## src/rtl/vga_sync_receiver.sv

```systemverilog
// Receive-side VGA monitor: recovers x/y/video_on from an hsync/vsync stream,
// measures line and frame geometry, tracks lock and counts lit active pixels.
module vga_sync_receiver #(
    parameter int H_ACTIVE = 640,
    parameter int H_FP     = 16,
    parameter int H_SYNC   = 96,
    parameter int H_BP     = 48,
    parameter int V_ACTIVE = 480,
    parameter int V_FP     = 10,
    parameter int V_SYNC   = 2,
    parameter int V_BP     = 33
) (
    input  logic        clk25,
    input  logic        reset_n,
    input  logic        hsync,
    input  logic        vsync,
    input  logic [2:0]  rgb,
    output logic [9:0]  x,
    output logic [9:0]  y,
    output logic        video_on,
    output logic        locked,
    output logic        frame_done,
    output logic [9:0]  line_len,
    output logic [9:0]  frame_lines,
    output logic [18:0] frame_pixels,
    output logic        err_h,
    output logic        err_v
);

    localparam int H_TOTAL = H_ACTIVE + H_FP + H_SYNC + H_BP;
    localparam int V_TOTAL = V_ACTIVE + V_FP + V_SYNC + V_BP;

    localparam logic [9:0] H_TOTAL_C = 10'(H_TOTAL);
    localparam logic [9:0] H_LAST    = 10'(H_TOTAL - 1);
    localparam logic [9:0] H_LOAD    = 10'(H_ACTIVE + H_FP);
    localparam logic [9:0] H_ACT_C   = 10'(H_ACTIVE);
    localparam logic [9:0] V_TOTAL_C = 10'(V_TOTAL);
    localparam logic [9:0] V_LAST    = 10'(V_TOTAL - 1);
    localparam logic [9:0] V_LOAD    = 10'(V_ACTIVE + V_FP);
    localparam logic [9:0] V_ACT_C   = 10'(V_ACTIVE);
    localparam logic [9:0] CNT_MAX   = 10'd1023;

    typedef enum logic [1:0] {
        SEARCH = 2'd0,
        ALIGN  = 2'd1,
        LOCKED = 2'd2
    } state_t;

    state_t      state_reg;
    logic [1:0]  hs_pipe_reg;
    logic [1:0]  vs_pipe_reg;
    logic [2:0]  rgb_s1_reg;
    logic [2:0]  rgb_s2_reg;
    logic [9:0]  hc_reg;
    logic [9:0]  vc_reg;
    logic [9:0]  plen_reg;
    logic [9:0]  lc_reg;
    logic [18:0] acc_reg;
    logic [9:0]  line_len_reg;
    logic [9:0]  frame_lines_reg;
    logic [18:0] frame_pixels_reg;
    logic        frame_done_reg;
    logic        err_h_reg;
    logic        err_v_reg;

    logic h_fall;
    logic v_fall;
    logic h_wrap;
    logic h_bad;
    logic v_bad;

    // Bit 0 is the first stage, bit 1 the second; a fall is seen as old-high/new-low.
    assign h_fall = hs_pipe_reg[1] & ~hs_pipe_reg[0];
    assign v_fall = vs_pipe_reg[1] & ~vs_pipe_reg[0];
    assign h_wrap = !h_fall && (hc_reg == H_LAST);
    assign h_bad  = h_fall && (plen_reg != H_TOTAL_C);
    assign v_bad  = v_fall && (lc_reg != V_TOTAL_C);

    always_ff @(posedge clk25) begin
        if (!reset_n) begin
            hs_pipe_reg <= 2'b00;
            vs_pipe_reg <= 2'b00;
            rgb_s1_reg  <= 3'b000;
            rgb_s2_reg  <= 3'b000;
        end else begin
            hs_pipe_reg <= {hs_pipe_reg[0], hsync};
            vs_pipe_reg <= {vs_pipe_reg[0], vsync};
            rgb_s1_reg  <= rgb;
            rgb_s2_reg  <= rgb_s1_reg;
        end
    end

    always_ff @(posedge clk25) begin
        if (!reset_n) begin
            hc_reg <= '0;
            vc_reg <= '0;
        end else begin
            if (h_fall) begin
                hc_reg <= H_LOAD;
            end else if (hc_reg == H_LAST) begin
                hc_reg <= '0;
            end else begin
                hc_reg <= hc_reg + 10'd1;
            end

            if (v_fall) begin
                vc_reg <= V_LOAD;
            end else if (h_wrap) begin
                vc_reg <= (vc_reg == V_LAST) ? 10'd0 : vc_reg + 10'd1;
            end
        end
    end

    always_ff @(posedge clk25) begin
        if (!reset_n) begin
            plen_reg         <= '0;
            line_len_reg     <= '0;
            lc_reg           <= '0;
            frame_lines_reg  <= '0;
            acc_reg          <= '0;
            frame_pixels_reg <= '0;
        end else begin
            if (h_fall) begin
                line_len_reg <= plen_reg;
                plen_reg     <= 10'd1;
            end else if (plen_reg != CNT_MAX) begin
                plen_reg <= plen_reg + 10'd1;
            end

            // Line count saturates so a missing vsync can never alias to a valid total.
            if (v_fall) begin
                frame_lines_reg <= lc_reg;
                lc_reg          <= h_fall ? 10'd1 : 10'd0;
            end else if (h_fall && (lc_reg != CNT_MAX)) begin
                lc_reg <= lc_reg + 10'd1;
            end

            if (v_fall) begin
                frame_pixels_reg <= acc_reg;
                acc_reg          <= '0;
            end else if (video_on && (rgb_s2_reg != 3'b000)) begin
                acc_reg <= acc_reg + 19'd1;
            end
        end
    end

    always_ff @(posedge clk25) begin
        if (!reset_n) begin
            state_reg      <= SEARCH;
            frame_done_reg <= 1'b0;
            err_h_reg      <= 1'b0;
            err_v_reg      <= 1'b0;
        end else begin
            frame_done_reg <= 1'b0;
            // A saturated line period means hsync is gone: drop lock from any state.
            if (plen_reg == CNT_MAX) begin
                state_reg <= SEARCH;
            end else begin
                case (state_reg)
                    SEARCH: begin
                        if (v_fall) begin
                            state_reg <= ALIGN;
                        end
                    end
                    ALIGN: begin
                        if (v_fall && (line_len_reg == H_TOTAL_C) && (lc_reg == V_TOTAL_C)) begin
                            state_reg <= LOCKED;
                        end
                    end
                    LOCKED: begin
                        if (h_bad) begin
                            err_h_reg <= 1'b1;
                            state_reg <= ALIGN;
                        end
                        if (v_bad) begin
                            err_v_reg <= 1'b1;
                            state_reg <= ALIGN;
                        end
                        if (v_fall && !h_bad && !v_bad) begin
                            frame_done_reg <= 1'b1;
                        end
                    end
                    default: begin
                        state_reg <= SEARCH;
                    end
                endcase
            end
        end
    end

    assign x            = hc_reg;
    assign y            = vc_reg;
    assign locked       = (state_reg == LOCKED);
    assign video_on     = locked && (hc_reg < H_ACT_C) && (vc_reg < V_ACT_C);
    assign frame_done   = frame_done_reg;
    assign line_len     = line_len_reg;
    assign frame_lines  = frame_lines_reg;
    assign frame_pixels = frame_pixels_reg;
    assign err_h        = err_h_reg;
    assign err_v        = err_v_reg;

endmodule
```

## config.mk

```make
export PLATFORM = sky130hd
export DESIGN_NAME = vga_sync_receiver
export DESIGN_NICKNAME = d
export VERILOG_FILES = /design/src/rtl/vga_sync_receiver.sv
export SDC_FILE = /design/constraint.sdc
export NUM_CORES = 1
export LEC_CHECK = 0
export ABC_AREA = 1
export BUFFER_PORTS_ARGS = -buffer_cell sky130_fd_sc_hd__buf_2
export CELL_PAD_IN_SITES_DETAIL_PLACEMENT = 1
export CELL_PAD_IN_SITES_GLOBAL_PLACEMENT = 1
export CORE_ASPECT_RATIO = 1.4
export CORE_UTILIZATION = 33
export DETAILED_ROUTE_END_ITERATION = 6
export GPL_TIMING_DRIVEN = 0
export PLACE_DENSITY_LB_ADDON = 0.1
export REMOVE_ABC_BUFFERS = 1
export SLEW_MARGIN = 20
export SYNTH_ARGS = -nofsm -noshare
export SYNTH_HDL_FRONTEND = slang
export SYNTH_SLANG_ARGS = --single-unit
```

## constraint.sdc

```tcl
create_clock -name clk25 -period 1.98 [get_ports clk25]
set_input_delay 0 -clock clk25 [delete_from_list [all_inputs] [get_ports clk25]]
set_output_delay 0 -clock clk25 [all_outputs]
set_load 0.02 [all_outputs]
```

==> report_table.html, run 1 <==
<table>
<tr><th>Metric</th><th>Value</th></tr>
<tr><th colspan="2">Yosys</th></tr>
<tr><td>Post-synthesis compound-gate area fraction</td><td>0.129</td></tr>
<tr><td>Number of standard cells after synthesis</td><td>714</td></tr>
<tr><td>Combinational family with the most area after synthesis</td><td>simple AND/OR/NAND/NOR gates</td></tr>
<tr><td>Syn Std Cell Area</td><td>5150 µm²</td></tr>
<tr><td>Distinct cell type count after synthesis</td><td>37</td></tr>
<tr><td>Count of flip-flops with a built-in enable after synthesis</td><td>0</td></tr>
<tr><td>Sequential-to-total area share from yosys stat</td><td>0.439</td></tr>
<tr><td>Number of warnings printed during yosys synthesis</td><td>0</td></tr>
<tr><td>Simple-gate area share of the yosys netlist</td><td>0.286</td></tr>
<tr><td>Synthesized area per cell</td><td>7.22 µm²</td></tr>
<tr><td>Yosys reg bits</td><td>113</td></tr>
<tr><td>Multiplexer area fraction after synthesis</td><td>0</td></tr>
<tr><td>Post-synthesis share of cell area spent on xor and xnor gates</td><td>0.0493</td></tr>
<tr><td>Post-synthesis share of cell area spent on full adders, half adders and majority gates</td><td>0.0194</td></tr>
<tr><td>Fraction of registers with async set or reset after synthesis</td><td>0</td></tr>
<tr><td>Primary flip-flop cell chosen by synthesis mapping</td><td>sky130_fd_sc_hd__dfxtp_1</td></tr>
<tr><th colspan="2">Run</th></tr>
<tr><td>Number of maximum-capacitance constraint violations</td><td>0</td></tr>
<tr><th colspan="2">Route</th></tr>
<tr><td>Mean number of vias per cell</td><td>4.95</td></tr>
<tr><td>Routed Antenna Nets</td><td>0</td></tr>
<tr><td>Drt wl/cell</td><td>15.1 µm</td></tr>
<tr><td>Routed vias</td><td>4,909</td></tr>
<tr><td>Count of routing violations after the opening detailed-route iteration</td><td>134</td></tr>
<tr><td>Number of DRC violations after detailed routing</td><td>0</td></tr>
<tr><td>Number of iterations in the first detailed-routing pass</td><td>4</td></tr>
<tr><td>Total detailed-routing wirelength</td><td>15,000 µm</td></tr>
<tr><th colspan="2">Setup path</th></tr>
<tr><td>Cell-by-cell trace of the critical path</td><td>ha_1 &gt; inv_1 &gt; nor2_2 &gt; nand2_2 &gt; nor2_4 &gt; nand3_2 &gt; nand2_2 &gt; inv_2 &gt; nand2_1 &gt; nand2_1 &gt; a21oi_1</td></tr>
<tr><td>Critical path's slowest cell</td><td>sky130_fd_sc_hd__dfxtp_1</td></tr>
<tr><td>Maximum fanout count along the critical path</td><td>11</td></tr>
<tr><td>Launching element type of the critical path</td><td>flop</td></tr>
<tr><td>CP arrival</td><td>2.17 ns</td></tr>
<tr><td>Maximum single-stage delay on the critical path</td><td>0.45 ns</td></tr>
<tr><td>Critical Path Sink Type</td><td>flop</td></tr>
<tr><td>Required time of the worst setup path</td><td>2.32 ns</td></tr>
<tr><td>Type of the worst setup path</td><td>flop to flop</td></tr>
<tr><th colspan="2">Timing</th></tr>
<tr><td>Worst rel slew slack</td><td>0.559</td></tr>
<tr><td>Final clock skew</td><td>0.00705 ns</td></tr>
<tr><td>Setup repair after global routing missed its margin</td><td>no</td></tr>
<tr><td>Minimum period implied by the final worst setup slack</td><td>1.83 ns</td></tr>
<tr><td>Worst Tran Pin Value</td><td>0.661 ns</td></tr>
<tr><td>Portion of the clock cycle consumed by the worst path in the final layout</td><td>0.923</td></tr>
<tr><td>Highest Clock Rate</td><td>547 MHz</td></tr>
<tr><td>Final count of hold timing violations</td><td>0</td></tr>
<tr><td>Number of pins exceeding their max-slew limit in the final report</td><td>0</td></tr>
<tr><td>Final Setup Violations</td><td>0</td></tr>
<tr><th colspan="2">Min path</th></tr>
<tr><td>Hold WC Path Type</td><td>input port to flop</td></tr>
<tr><th colspan="2">Place</th></tr>
<tr><td>Number of port buffers</td><td>70</td></tr>
<tr><td>Inst Count DP</td><td>955</td></tr>
<tr><td>Cell area after placement</td><td>5670 µm²</td></tr>
<tr><td>Weighted congestion reported at the end of routability-driven placement</td><td>0.824</td></tr>
<tr><td>Post-DP HPWL</td><td>10,500 µm</td></tr>
<tr><th colspan="2">Pwr</th></tr>
<tr><td>P_leak</td><td>0.00275 µW</td></tr>
<tr><td>VDD IR-drop max</td><td>0.000486 V</td></tr>
<tr><td>Power Dens Cells</td><td>897 nW/µm²</td></tr>
<tr><th colspan="2">Floorplan</th></tr>
<tr><td>Number of core rows</td><td>53</td></tr>
<tr><td>DIE AREA</td><td>16,100 µm²</td></tr>
<tr><td>Io pins</td><td>71</td></tr>
<tr><td>Initial core utilization</td><td>0.341</td></tr>
<tr><td>Area of the placeable core</td><td>15,100 µm²</td></tr>
<tr><td>Die boundary width</td><td>108 µm</td></tr>
<tr><td>Die extent in y</td><td>150 µm</td></tr>
<tr><th colspan="2">CTS</th></tr>
<tr><td>Clock latency of the later-clocked register in the worst-skew pair</td><td>0.42 ns</td></tr>
<tr><td>TritonCTS clock tree</td><td>done</td></tr>
<tr><td>Clock root buffer</td><td>sky130_fd_sc_hd__clkbuf_16</td></tr>
<tr><td>CTS clk-pin slew, worst paths</td><td>0.05 ns</td></tr>
<tr><td>Number of buffers added by the clock tree synthesis step</td><td>17</td></tr>
<tr><td>Number of levels in the clock H-tree</td><td>4</td></tr>
<tr><td>Clock Tree Buf Depth</td><td>2</td></tr>
<tr><td>Count of clock tree sinks</td><td>113</td></tr>
<tr><td>Post CTS Setup Buffer Count</td><td>0</td></tr>
<tr><th colspan="2">GRT</th></tr>
<tr><td>Global router's overall resource usage</td><td>0.194</td></tr>
<tr><td>Overflow after GRT</td><td>0</td></tr>
<tr><td>Pin count of the biggest net entering global routing</td><td>55</td></tr>
<tr><td>Number of global-route vias before repair</td><td>5,063</td></tr>
<tr><td>Wire length of the first global-routing pass</td><td>24,200 µm</td></tr>
<tr><td>Antenna violations before repair</td><td>0</td></tr>
<tr><th colspan="2">Layout</th></tr>
<tr><td>Post-Layout Cell Count</td><td>992</td></tr>
<tr><td>Design Area, Final</td><td>6340 µm²</td></tr>
<tr><td>Fillcell total</td><td>1,914</td></tr>
<tr><td>Proportion of layout cells with a drive suffix above 1</td><td>0.166</td></tr>
<tr><td>Layout overhead on the synthesized area</td><td>23.0%</td></tr>
<tr><td>Final net count</td><td>804</td></tr>
<tr><td>Highest-count cells in the layout ignoring fill and taps</td><td>sky130_fd_sc_hd__nand2_1, sky130_fd_sc_hd__dfxtp_1, sky130_fd_sc_hd__nor2_1</td></tr>
<tr><td>Ant diodes</td><td>0</td></tr>
<tr><td>Most common cell after layout, fill and taps aside</td><td>sky130_fd_sc_hd__nand2_1</td></tr>
<tr><th colspan="2">Outcome</th></tr>
<tr><td>Result of the run</td><td>finished clean</td></tr>
</table>
==> cell usage after synthesis, types with 6 or more instances <==
cell type / n / area, µm²
sky130_fd_sc_hd__o21ai_1: 10 / 50.1
sky130_fd_sc_hd__nor3_1: 13 / 65.1
sky130_fd_sc_hd__nand4_1: 9 / 56.3
sky130_fd_sc_hd__inv_2: 6 / 22.5
sky130_fd_sc_hd__ha_1: 8 / 100
sky130_fd_sc_hd__dfxtp_1: 113 / 2260
sky130_fd_sc_hd__xor2_1: 21 / 184
sky130_fd_sc_hd__nand2_1: 149 / 559
sky130_fd_sc_hd__nand3_1: 30 / 150
sky130_fd_sc_hd__nor2_2: 6 / 37.5
sky130_fd_sc_hd__a21oi_1: 74 / 370
sky130_fd_sc_hd__inv_1: 68 / 255
sky130_fd_sc_hd__o21ai_0: 42 / 210
sky130_fd_sc_hd__clkbuf_1: 14 / 52.6
sky130_fd_sc_hd__xnor2_1: 8 / 70.1
sky130_fd_sc_hd__nor2_1: 106 / 398
==> stage by stage <==
| step | hold WS, ns | setup slack [ns] | power (µW) | util | TNS (ns) |
|---|---|---|---|---|---|
| finish | 0.0820 | 0.152 | 5690 | 0.419 | 0 |
| global route | 0.109 | 0.00131 | 5910 | 0.419 | 0 |
| detailed placement | 0.189 | -0.704 | 2780 | 0.375 | -23.13 |
| global placement | 0.181 | -1.06 | 2760 | 0.373 | -59.79 |
| CTS | 0.0793 | 0.111 | 5760 | 0.418 | 0 |
| floorplan | 0.0935 | 0.0194 | 2630 | - | 0 |
==> final cells by class <==
class	count	area, µm²	area share
tap	192	240	0.0379
timing repair inverter	1	7.51	0.00118
clock inverter	5	50.0	0.00790
inverter	76	292	0.0460
multi-input combinational	504	2530	0.399
sequential	113	2260	0.357
clock buffer	25	526	0.0829
timing repair buffer	76	430	0.0679
==> power by group <==
group          internal, µW  switching, µW
logic                   111            237
clock network          1930           1010
registers              2340           51.7
==> critical path, delay by kind of cell (launching register included) <==
| kind | cells | cell delay, ns |
|---|---|---|
| compound gates | 1 | 0.13 |
| fa+ha+maj | 1 | 0.21 |
| buf+inv | 2 | 0.18 |
| flops | 1 | 0.45 |
| simple gates | 7 | 0.78 |
==> cell families (layout without fill, tap and decap cells) <==
| logic type | Yosys count | count (layout) |
|---|---|---|
| buffers and inverters | 98 | 183 |
| AND/OR/NAND/NOR | 335 | 336 |
| flip-flops | 113 | 113 |
| adder cells (fa/ha/maj) | 8 | 8 |
| AO/OA/AOI/OAI | 131 | 131 |
| XOR/XNOR | 29 | 29 |
==> per-layer routing <==
layer / track usage / vias to the layer above / routed length, µm / share of wire
met1: 0.195 / 2361 / 5970 / 0.40
met5: 0 / - / 0 / 0
met3: 0.0470 / 29 / 446 / 0.030
met4: 0.0979 / 0 / 446 / 0.030
met2: 0.366 / 82 / 8110 / 0.54
li1: - / 2437 / - / -
==> final timing paths <==
kind	start	endpoint	slack, ns	cells past startpoint
setup / recovery	lc_reg[0]	lc_reg[6]	0.15	11
setup reg to reg	lc_reg[0]	lc_reg[6]	0.15	11
hold reg to reg	rgb_s1_reg[0]	rgb_s2_reg[0]	0.42	2
hold / removal	reset_n	rgb_s1_reg[2]	0.08	3
==> repair_timing <==
action,in CTS,in global routing
setup endpoints to repair,49,9
hold endpoints to repair,5,0
hold buffers,5,0
cloned,1,1
pin swaps,0,1
gates resized for setup,6,3
No activity file was read; power rests on OpenSTA's default activity.
==> run 2, diff against run 1 <==
--- a/config.mk
+++ b/config.mk
@@ -13,7 +13,7 @@
 export CORE_UTILIZATION = 33
 export DETAILED_ROUTE_END_ITERATION = 6
 export GPL_TIMING_DRIVEN = 0
-export PLACE_DENSITY_LB_ADDON = 0.1
+export PLACE_DENSITY = 0.74
 export REMOVE_ABC_BUFFERS = 1
 export SLEW_MARGIN = 20
 export SYNTH_ARGS = -nofsm -noshare
==> constraint.sdc (replaced) <==
create_clock -name clk25 -period 1.98 [get_ports clk25]
set_input_delay 0.099 -clock clk25 [delete_from_list [all_inputs] [get_ports clk25]]
set_output_delay 0.099 -clock clk25 [all_outputs]
set_load 0.02 [all_outputs]
==> report_table.html, run 2 (synthesis results as in run 1) <==
<table>
<tr><th>Metric</th><th>Value</th></tr>
<tr><th colspan="2">Outcome</th></tr>
<tr><td>Result of the run</td><td>finished clean (unchanged)</td></tr>
<tr><th colspan="2">Pwr</th></tr>
<tr><td>Power Dens Cells</td><td>923 nW/µm² (was 897 nW/µm²)</td></tr>
<tr><td>Overall power of the completed layout</td><td>5890 µW (was 5690 µW)</td></tr>
<tr><td>VDD IR-drop max</td><td>0.000457 V (was 0.000486 V)</td></tr>
<tr><td>P_leak</td><td>0.00275 µW (about the same)</td></tr>
<tr><th colspan="2">Layout</th></tr>
<tr><td>Storage element area</td><td>2260 µm² (unchanged)</td></tr>
<tr><td>Most common cell after layout, fill and taps aside</td><td>sky130_fd_sc_hd__nand2_1 (unchanged)</td></tr>
<tr><td>Layout overhead on the synthesized area</td><td>23.7% (was 23.0%)</td></tr>
<tr><td>Ant diodes</td><td>0 (unchanged)</td></tr>
<tr><td>Total area of multi-input combinational cells</td><td>2530 µm² (unchanged)</td></tr>
<tr><td>Proportion of layout cells with a drive suffix above 1</td><td>0.170 (was 0.166)</td></tr>
<tr><td>Share of the core filled with cells in the final layout</td><td>0.422 (was 0.419)</td></tr>
<tr><td>Final net count</td><td>804 (unchanged)</td></tr>
<tr><td>Fillcell total</td><td>1,919 (was 1,914)</td></tr>
<tr><td>Highest-count cells in the layout ignoring fill and taps</td><td>sky130_fd_sc_hd__nand2_1, sky130_fd_sc_hd__dfxtp_1, sky130_fd_sc_hd__nor2_1 (unchanged)</td></tr>
<tr><th colspan="2">CTS</th></tr>
<tr><td>TritonCTS clock tree</td><td>done (unchanged)</td></tr>
<tr><td>Number of buffers added by the clock tree synthesis step</td><td>17 (unchanged)</td></tr>
<tr><td>Clock Tree Buf Depth</td><td>2 (unchanged)</td></tr>
<tr><td>Number of levels in the clock H-tree</td><td>4 (unchanged)</td></tr>
<tr><td>CTS clk-pin slew, worst paths</td><td>0.06 ns (was 0.05 ns)</td></tr>
<tr><td>Clock latency of the later-clocked register in the worst-skew pair</td><td>0.42 ns (about the same)</td></tr>
<tr><td>Count of clock tree sinks</td><td>113 (unchanged)</td></tr>
<tr><td>Post CTS Setup Buffer Count</td><td>0 (unchanged)</td></tr>
<tr><td>Clock root buffer</td><td>sky130_fd_sc_hd__clkbuf_16 (unchanged)</td></tr>
<tr><th colspan="2">Route</th></tr>
<tr><td>Drt wl/cell</td><td>14.8 µm (was 15.1 µm)</td></tr>
<tr><td>Routed vias</td><td>4,902 (was 4,909)</td></tr>
<tr><td>Number of DRC violations after detailed routing</td><td>0 (unchanged)</td></tr>
<tr><td>Number of iterations in the first detailed-routing pass</td><td>4 (unchanged)</td></tr>
<tr><td>Count of routing violations after the opening detailed-route iteration</td><td>117 (was 134)</td></tr>
<tr><td>Routed Antenna Nets</td><td>0 (unchanged)</td></tr>
<tr><td>Mean number of vias per cell</td><td>4.93 (was 4.95)</td></tr>
<tr><td>Total detailed-routing wirelength</td><td>14,700 µm (was 15,000 µm)</td></tr>
<tr><th colspan="2">GRT</th></tr>
<tr><td>GRT Max-Usage Layer</td><td>met2 (unchanged)</td></tr>
<tr><td>Overflow after GRT</td><td>0 (unchanged)</td></tr>
<tr><td>Global Route met1 Usage</td><td>0.196 (was 0.195)</td></tr>
<tr><td>Met2 layer usage reported by global route</td><td>0.366 (unchanged)</td></tr>
<tr><td>Antenna violations before repair</td><td>0 (unchanged)</td></tr>
<tr><td>Pin count of the biggest net entering global routing</td><td>55 (unchanged)</td></tr>
<tr><td>M3 GR Usage</td><td>0.0318 (was 0.0470)</td></tr>
<tr><td>Wire length of the first global-routing pass</td><td>24,100 µm (was 24,200 µm)</td></tr>
<tr><td>Number of global-route vias before repair</td><td>5,068 (was 5,063)</td></tr>
<tr><td>Global router's overall resource usage</td><td>0.191 (was 0.194)</td></tr>
<tr><th colspan="2">Place</th></tr>
<tr><td>Post-DP HPWL</td><td>10,200 µm (was 10,500 µm)</td></tr>
<tr><td>Pre-CTS WS</td><td>-0.628 ns (was -0.704 ns)</td></tr>
<tr><td>Number of port buffers</td><td>70 (unchanged)</td></tr>
<tr><td>Weighted congestion reported at the end of routability-driven placement</td><td>0.847 (was 0.824)</td></tr>
<tr><th colspan="2">Setup path</th></tr>
<tr><td>Maximum single-stage delay on the critical path</td><td>0.48 ns (was 0.45 ns)</td></tr>
<tr><td>Critical Path Sink Type</td><td>flop (unchanged)</td></tr>
<tr><td>Most prevalent standard cell on the critical path</td><td>sky130_fd_sc_hd__nand2_1</td></tr>
<tr><td>Maximum fanout count along the critical path</td><td>8 (was 11)</td></tr>
<tr><td>Critical path's slowest cell</td><td>sky130_fd_sc_hd__dfxtp_1 (unchanged)</td></tr>
<tr><td>CP arrival</td><td>2.15 ns (was 2.17 ns)</td></tr>
<tr><td>Type of the worst setup path</td><td>flop to flop (unchanged)</td></tr>
<tr><td>Required time of the worst setup path</td><td>2.32 ns (about the same)</td></tr>
<tr><td>Cell-by-cell trace of the critical path</td><td>ha_2 &gt; inv_1 &gt; nor2_2 &gt; nand2_1 &gt; nor2_1 &gt; xor2_1 &gt; nand2_1 &gt; a21oi_1 (was ha_1 &gt; inv_1 &gt; nor2_2 &gt; nand2_2 &gt; nor2_4 &gt; nand3_2 &gt; nand2_2 &gt; inv_2 &gt; nand2_1 &gt; nand2_1 &gt; a21oi_1)</td></tr>
<tr><td>Launching element type of the critical path</td><td>flop (unchanged)</td></tr>
<tr><th colspan="2">Floorplan</th></tr>
<tr><td>Die extent in y</td><td>150 µm (unchanged)</td></tr>
<tr><td>Number of core rows</td><td>53 (unchanged)</td></tr>
<tr><td>DIE AREA</td><td>16,100 µm² (unchanged)</td></tr>
<tr><td>Die boundary width</td><td>108 µm (unchanged)</td></tr>
<tr><td>Area of the placeable core</td><td>15,100 µm² (unchanged)</td></tr>
<tr><td>Initial core utilization</td><td>0.341 (unchanged)</td></tr>
<tr><td>Io pins</td><td>71 (unchanged)</td></tr>
<tr><th colspan="2">Timing</th></tr>
<tr><td>Final clock skew</td><td>0.00798 ns (was 0.00705 ns)</td></tr>
<tr><td>Setup slack after layout</td><td>0.169 ns (was 0.152 ns)</td></tr>
<tr><td>Final count of hold timing violations</td><td>0 (unchanged)</td></tr>
<tr><td>Highest Clock Rate</td><td>552 MHz (was 547 MHz)</td></tr>
<tr><td>Tightest hold margin</td><td>0.154 ns (was 0.0820 ns)</td></tr>
<tr><td>Final Setup Violations</td><td>0 (unchanged)</td></tr>
<tr><td>Minimum period implied by the final worst setup slack</td><td>1.81 ns (was 1.83 ns)</td></tr>
<tr><td>Portion of the clock cycle consumed by the worst path in the final layout</td><td>0.915 (was 0.923)</td></tr>
<tr><td>Setup repair after global routing missed its margin</td><td>no (unchanged)</td></tr>
<tr><td>Worst rel slew slack</td><td>0.587 (was 0.559)</td></tr>
<tr><td>Worst Tran Pin Value</td><td>0.618 ns (was 0.661 ns)</td></tr>
<tr><td>Number of pins exceeding their max-slew limit in the final report</td><td>0 (unchanged)</td></tr>
<tr><th colspan="2">Min path</th></tr>
<tr><td>Hold WC Path Type</td><td>input port to flop (unchanged)</td></tr>
<tr><th colspan="2">Run</th></tr>
<tr><td>Number of maximum-capacitance constraint violations</td><td>0 (unchanged)</td></tr>
</table>
run 2: worst max-delay path, delay by kind of cell (launching register included):
kind	cells	cell delay [ns]
and+or+nand+nor	4	0.54
buffers and inverters	1	0.09
DFF	1	0.48
AOI/OAI and AO/OA	1	0.12
xor gates and xnor gates	1	0.16
adders and majority gates	1	0.34
run 2: layout make-up:
cell class / instances / area share
repair buffers: 76 / 0.0675
inverters: 76 / 0.0461
well taps: 192 / 0.0377
repair inverters: 1 / 0.00118
multi-input cells: 504 / 0.397
clock buffers: 17 / 0.0667
clock inverters: 15 / 0.0292
flip-flops and latches: 113 / 0.355
run 2: metrics by stage:
stage	TNS, ns	std cells	area, µm²
after floorplan	0	692	5040
after global placement	-53.49	954	5630
after detailed placement	-22.21	955	5670
after CTS	0	992	6340
after global routing	0	994	6380
final	0	994	6380
run 2: where the power goes:
part | switching, µW | internal (µW) | leakage [µW]
Combinational | 235 | 111 | 0.00154
Clock | 1160 | 1990 | 0.000286
Sequential | 51.1 | 2340 | 0.000918
Total | 1440 | 4440 | 0.00275
run 2: path summary, 6_finish.rpt:
| path | startpoint | endpoint | slack, ns | depth (start not counted) |
|---|---|---|---|---|
| hold reg to reg | rgb_s1_reg[0] | rgb_s2_reg[0] | 0.42 | 2 |
| setup reg to reg | acc_reg[0] | acc_reg[10] | 0.17 | 8 |
| hold / removal | reset_n | vs_pipe_reg[0] | 0.15 | 3 |
| setup / recovery | acc_reg[0] | acc_reg[10] | 0.17 | 8 |
run 2: routing by layer:
layer	vias to the layer above	routed length, µm
li1	2445	-
met1	2343	5920
met2	81	8020
met3	33	408
met4	0	382
met5	-	0
run 2: what timing repair did:
item	4_1_cts	5_1_grt
hold buffers	5	0
setup endpoints to repair	39	24
gates cloned	0	2
pin swaps	0	1
resized for setup	4	5
endpoints found under the hold margin	5	0
==> run 3, diff against run 2 <==
--- a/config.mk
+++ b/config.mk
@@ -12,6 +12,7 @@
 export CORE_ASPECT_RATIO = 1.4
 export CORE_UTILIZATION = 33
 export DETAILED_ROUTE_END_ITERATION = 6
+export GPL_ROUTABILITY_DRIVEN = 0
 export GPL_TIMING_DRIVEN = 0
 export PLACE_DENSITY = 0.74
 export REMOVE_ABC_BUFFERS = 1
==> constraint.sdc (replaced) <==
create_clock -name clk25 -period 2.22 [get_ports clk25]
set_input_delay 0.111 -clock clk25 [delete_from_list [all_inputs] [get_ports clk25]]
set_output_delay 0.111 -clock clk25 [all_outputs]
set_load 0.02 [all_outputs]
==> report_table.html, run 3 (synthesis results as in run 1) <==
<table>
<tr><th>Metric</th><th>Value</th></tr>
<tr><th colspan="2">Outcome</th></tr>
<tr><td>Result of the run</td><td>finished clean (unchanged)</td></tr>
<tr><th colspan="2">CTS</th></tr>
<tr><td>Post CTS Setup Buffer Count</td><td>0 (unchanged)</td></tr>
<tr><td>TritonCTS clock tree</td><td>done (unchanged)</td></tr>
<tr><td>Number of buffers added by the clock tree synthesis step</td><td>17 (unchanged)</td></tr>
<tr><td>Clock root buffer</td><td>sky130_fd_sc_hd__clkbuf_16 (unchanged)</td></tr>
<tr><td>Count of clock tree sinks</td><td>113 (unchanged)</td></tr>
<tr><td>CTS clk-pin slew, worst paths</td><td>0.06 ns (about the same)</td></tr>
<tr><td>Number of levels in the clock H-tree</td><td>4 (unchanged)</td></tr>
<tr><td>Clock latency of the later-clocked register in the worst-skew pair</td><td>0.42 ns (about the same)</td></tr>
<tr><td>Clock Tree Buf Depth</td><td>2 (unchanged)</td></tr>
<tr><th colspan="2">Route</th></tr>
<tr><td>Routed vias</td><td>4,898 (was 4,902)</td></tr>
<tr><td>Total detailed-routing wirelength</td><td>14,400 µm (was 14,700 µm)</td></tr>
<tr><td>Number of iterations in the first detailed-routing pass</td><td>4 (unchanged)</td></tr>
<tr><td>Drt wl/cell</td><td>14.5 µm (was 14.8 µm)</td></tr>
<tr><td>Number of DRC violations after detailed routing</td><td>0 (unchanged)</td></tr>
<tr><td>Routed Antenna Nets</td><td>0 (unchanged)</td></tr>
<tr><td>Mean number of vias per cell</td><td>4.94 (was 4.93)</td></tr>
<tr><td>Count of routing violations after the opening detailed-route iteration</td><td>128 (was 117)</td></tr>
<tr><th colspan="2">Place</th></tr>
<tr><td>Inst Count DP</td><td>955 (unchanged)</td></tr>
<tr><td>Post-DP HPWL</td><td>10,200 µm (unchanged)</td></tr>
<tr><td>Number of port buffers</td><td>70 (unchanged)</td></tr>
<tr><th colspan="2">Floorplan</th></tr>
<tr><td>Io pins</td><td>71 (unchanged)</td></tr>
<tr><td>Number of core rows</td><td>53 (unchanged)</td></tr>
<tr><td>Initial core utilization</td><td>0.341 (unchanged)</td></tr>
<tr><td>Area of the placeable core</td><td>15,100 µm² (unchanged)</td></tr>
<tr><td>DIE AREA</td><td>16,100 µm² (unchanged)</td></tr>
<tr><td>Die boundary width</td><td>108 µm (unchanged)</td></tr>
<tr><td>Die extent in y</td><td>150 µm (unchanged)</td></tr>
<tr><th colspan="2">Layout</th></tr>
<tr><td>Final net count</td><td>802 (was 804)</td></tr>
<tr><td>Ant diodes</td><td>0 (unchanged)</td></tr>
<tr><td>Proportion of layout cells with a drive suffix above 1</td><td>0.164 (was 0.170)</td></tr>
<tr><td>Highest-count cells in the layout ignoring fill and taps</td><td>sky130_fd_sc_hd__nand2_1, sky130_fd_sc_hd__dfxtp_1, sky130_fd_sc_hd__nor2_1 (unchanged)</td></tr>
<tr><td>Layout overhead on the synthesized area</td><td>23.0% (was 23.7%)</td></tr>
<tr><td>Post-Layout Cell Count</td><td>992 (was 994)</td></tr>
<tr><td>Most common cell after layout, fill and taps aside</td><td>sky130_fd_sc_hd__nand2_1 (unchanged)</td></tr>
<tr><td>Share of the core filled with cells in the final layout</td><td>0.419 (was 0.422)</td></tr>
<tr><th colspan="2">Timing</th></tr>
<tr><td>Highest Clock Rate</td><td>515 MHz (was 552 MHz)</td></tr>
<tr><td>Final clock skew</td><td>0.00826 ns (was 0.00798 ns)</td></tr>
<tr><td>Portion of the clock cycle consumed by the worst path in the final layout</td><td>0.875 (was 0.915)</td></tr>
<tr><td>Setup repair after global routing missed its margin</td><td>no (unchanged)</td></tr>
<tr><td>Number of pins exceeding their max-slew limit in the final report</td><td>0 (unchanged)</td></tr>
<tr><td>Final Setup Violations</td><td>0 (unchanged)</td></tr>
<tr><td>Tightest hold margin</td><td>0.281 ns (was 0.154 ns)</td></tr>
<tr><td>Final count of hold timing violations</td><td>0 (unchanged)</td></tr>
<tr><td>Worst Tran Pin Value</td><td>0.751 ns (was 0.618 ns)</td></tr>
<tr><td>Worst rel slew slack</td><td>0.498 (was 0.587)</td></tr>
<tr><td>Minimum period implied by the final worst setup slack</td><td>1.94 ns (was 1.81 ns)</td></tr>
<tr><td>Sum of negative setup slack</td><td>0 ns (unchanged)</td></tr>
<tr><th colspan="2">Setup path</th></tr>
<tr><td>Cell-by-cell trace of the critical path</td><td>inv_1 &gt; nor2_4 &gt; nor2_2 &gt; inv_1 &gt; nor2_1 (was ha_2 &gt; inv_1 &gt; nor2_2 &gt; nand2_1 &gt; nor2_1 &gt; xor2_1 &gt; nand2_1 &gt; a21oi_1)</td></tr>
<tr><td>Launching element type of the critical path</td><td>flop (unchanged)</td></tr>
<tr><td>Most prevalent standard cell on the critical path</td><td>sky130_fd_sc_hd__inv_1 (was sky130_fd_sc_hd__nand2_1)</td></tr>
<tr><td>Maximum fanout count along the critical path</td><td>23 (was 8)</td></tr>
<tr><td>Worst path top cell family by delay</td><td>simple AND/OR/NAND/NOR gates (unchanged)</td></tr>
<tr><td>Number of buffer and inverter stages on the critical path</td><td>2 (was 1)</td></tr>
<tr><td>CP arrival</td><td>2.21 ns (was 2.15 ns)</td></tr>
<tr><td>Required time of the worst setup path</td><td>2.48 ns (was 2.32 ns)</td></tr>
<tr><td>Critical path's slowest cell</td><td>sky130_fd_sc_hd__inv_1 (was sky130_fd_sc_hd__dfxtp_1)</td></tr>
<tr><td>Maximum single-stage delay on the critical path</td><td>0.61 ns (was 0.48 ns)</td></tr>
<tr><td>Type of the worst setup path</td><td>flop to flop (unchanged)</td></tr>
<tr><td>Critical Path Sink Type</td><td>flop (unchanged)</td></tr>
<tr><th colspan="2">GRT</th></tr>
<tr><td>Global router's overall resource usage</td><td>0.190 (was 0.191)</td></tr>
<tr><td>Wire length of the first global-routing pass</td><td>24,100 µm (about the same)</td></tr>
<tr><td>Number of global-route vias before repair</td><td>5,070 (was 5,068)</td></tr>
<tr><td>Overflow after GRT</td><td>0 (unchanged)</td></tr>
<tr><td>Pin count of the biggest net entering global routing</td><td>55 (unchanged)</td></tr>
<tr><td>Antenna violations before repair</td><td>0 (unchanged)</td></tr>
<tr><th colspan="2">Min path</th></tr>
<tr><td>Hold WC Path Type</td><td>input port to flop (unchanged)</td></tr>
<tr><th colspan="2">Pwr</th></tr>
<tr><td>P_leak</td><td>0.00275 µW (about the same)</td></tr>
<tr><td>VDD IR-drop max</td><td>0.000407 V (was 0.000457 V)</td></tr>
<tr><td>Overall power of the completed layout</td><td>5230 µW (was 5890 µW)</td></tr>
<tr><td>Power Dens Cells</td><td>826 nW/µm² (was 923 nW/µm²)</td></tr>
<tr><th colspan="2">Run</th></tr>
<tr><td>Number of maximum-capacitance constraint violations</td><td>0 (unchanged)</td></tr>
</table>
-- run 3: cell types whose count changed in the layout (fill, tap and decap cells not counted), sizes merged --
cell and change:
clkinvlp -2, inv +2, buf -1, clkbuf +1, clkinv -1, nor2 -1
-- run 3: through the flow --
| step | instance area, µm² | setup WS (ns) |
|---|---|---|
| after floorplan | 5040 | 0.259 |
| after global placement | 5630 | -0.686 |
| after detailed placement | 5670 | -0.400 |
| after CTS | 6330 | 0.0155 |
| after global routing | 6340 | 0.0568 |
| final | 6340 | 0.277 |
-- run 3: cell type report --
class	instances	area (µm²)
clock buffer	17	425
clock inverter	15	186
fill	1919	8780
inverter	76	288
multi-input combinational	503	2500
sequential	113	2260
tap	192	240
timing repair buffer	76	430
-- run 3: report_power, final --
part | total (µW) | internal, µW | switching, µW
Combinational | 301 | 97.0 | 204
Clock | 2800 | 1770 | 1030
Sequential | 2130 | 2090 | 44.6
Total | 5230 | 3960 | 1280
-- run 3: metal layers --
layer	up-vias	track usage	wire length [µm]
li1	2441	-	-
met1	2343	0.196	5860
met2	81	0.366	7750
met3	33	0.0318	368
met4	0	0.0911	382
met5	-	0	0
-- run 3: worst register-to-register path, stage by stage, from the launching register on --
cell and delay [ns]:
sky130_fd_sc_hd__dfxtp_1 0.31, sky130_fd_sc_hd__inv_1 0.06, sky130_fd_sc_hd__nor2_4 0.46, sky130_fd_sc_hd__nor2_2 0.21, sky130_fd_sc_hd__inv_1 0.61, sky130_fd_sc_hd__nor2_1 0.15
-- run 3: worst paths after layout --
check	start	to	slack [ns]	cells past startpoint
min reg2reg	rgb_s1_reg[0]	rgb_s2_reg[0]	0.43	2
min	reset_n	vs_pipe_reg[0]	0.28	3
max	vs_pipe_reg[1]	lc_reg[9]	0.28	5
max reg2reg	vs_pipe_reg[1]	lc_reg[9]	0.28	5
-- run 3: repair_timing --
item                                   CTS  global route
hold buffers                             5             0
endpoints found under the hold margin    5             0
resized for setup                        0             3
setup endpoints to repair                0            32
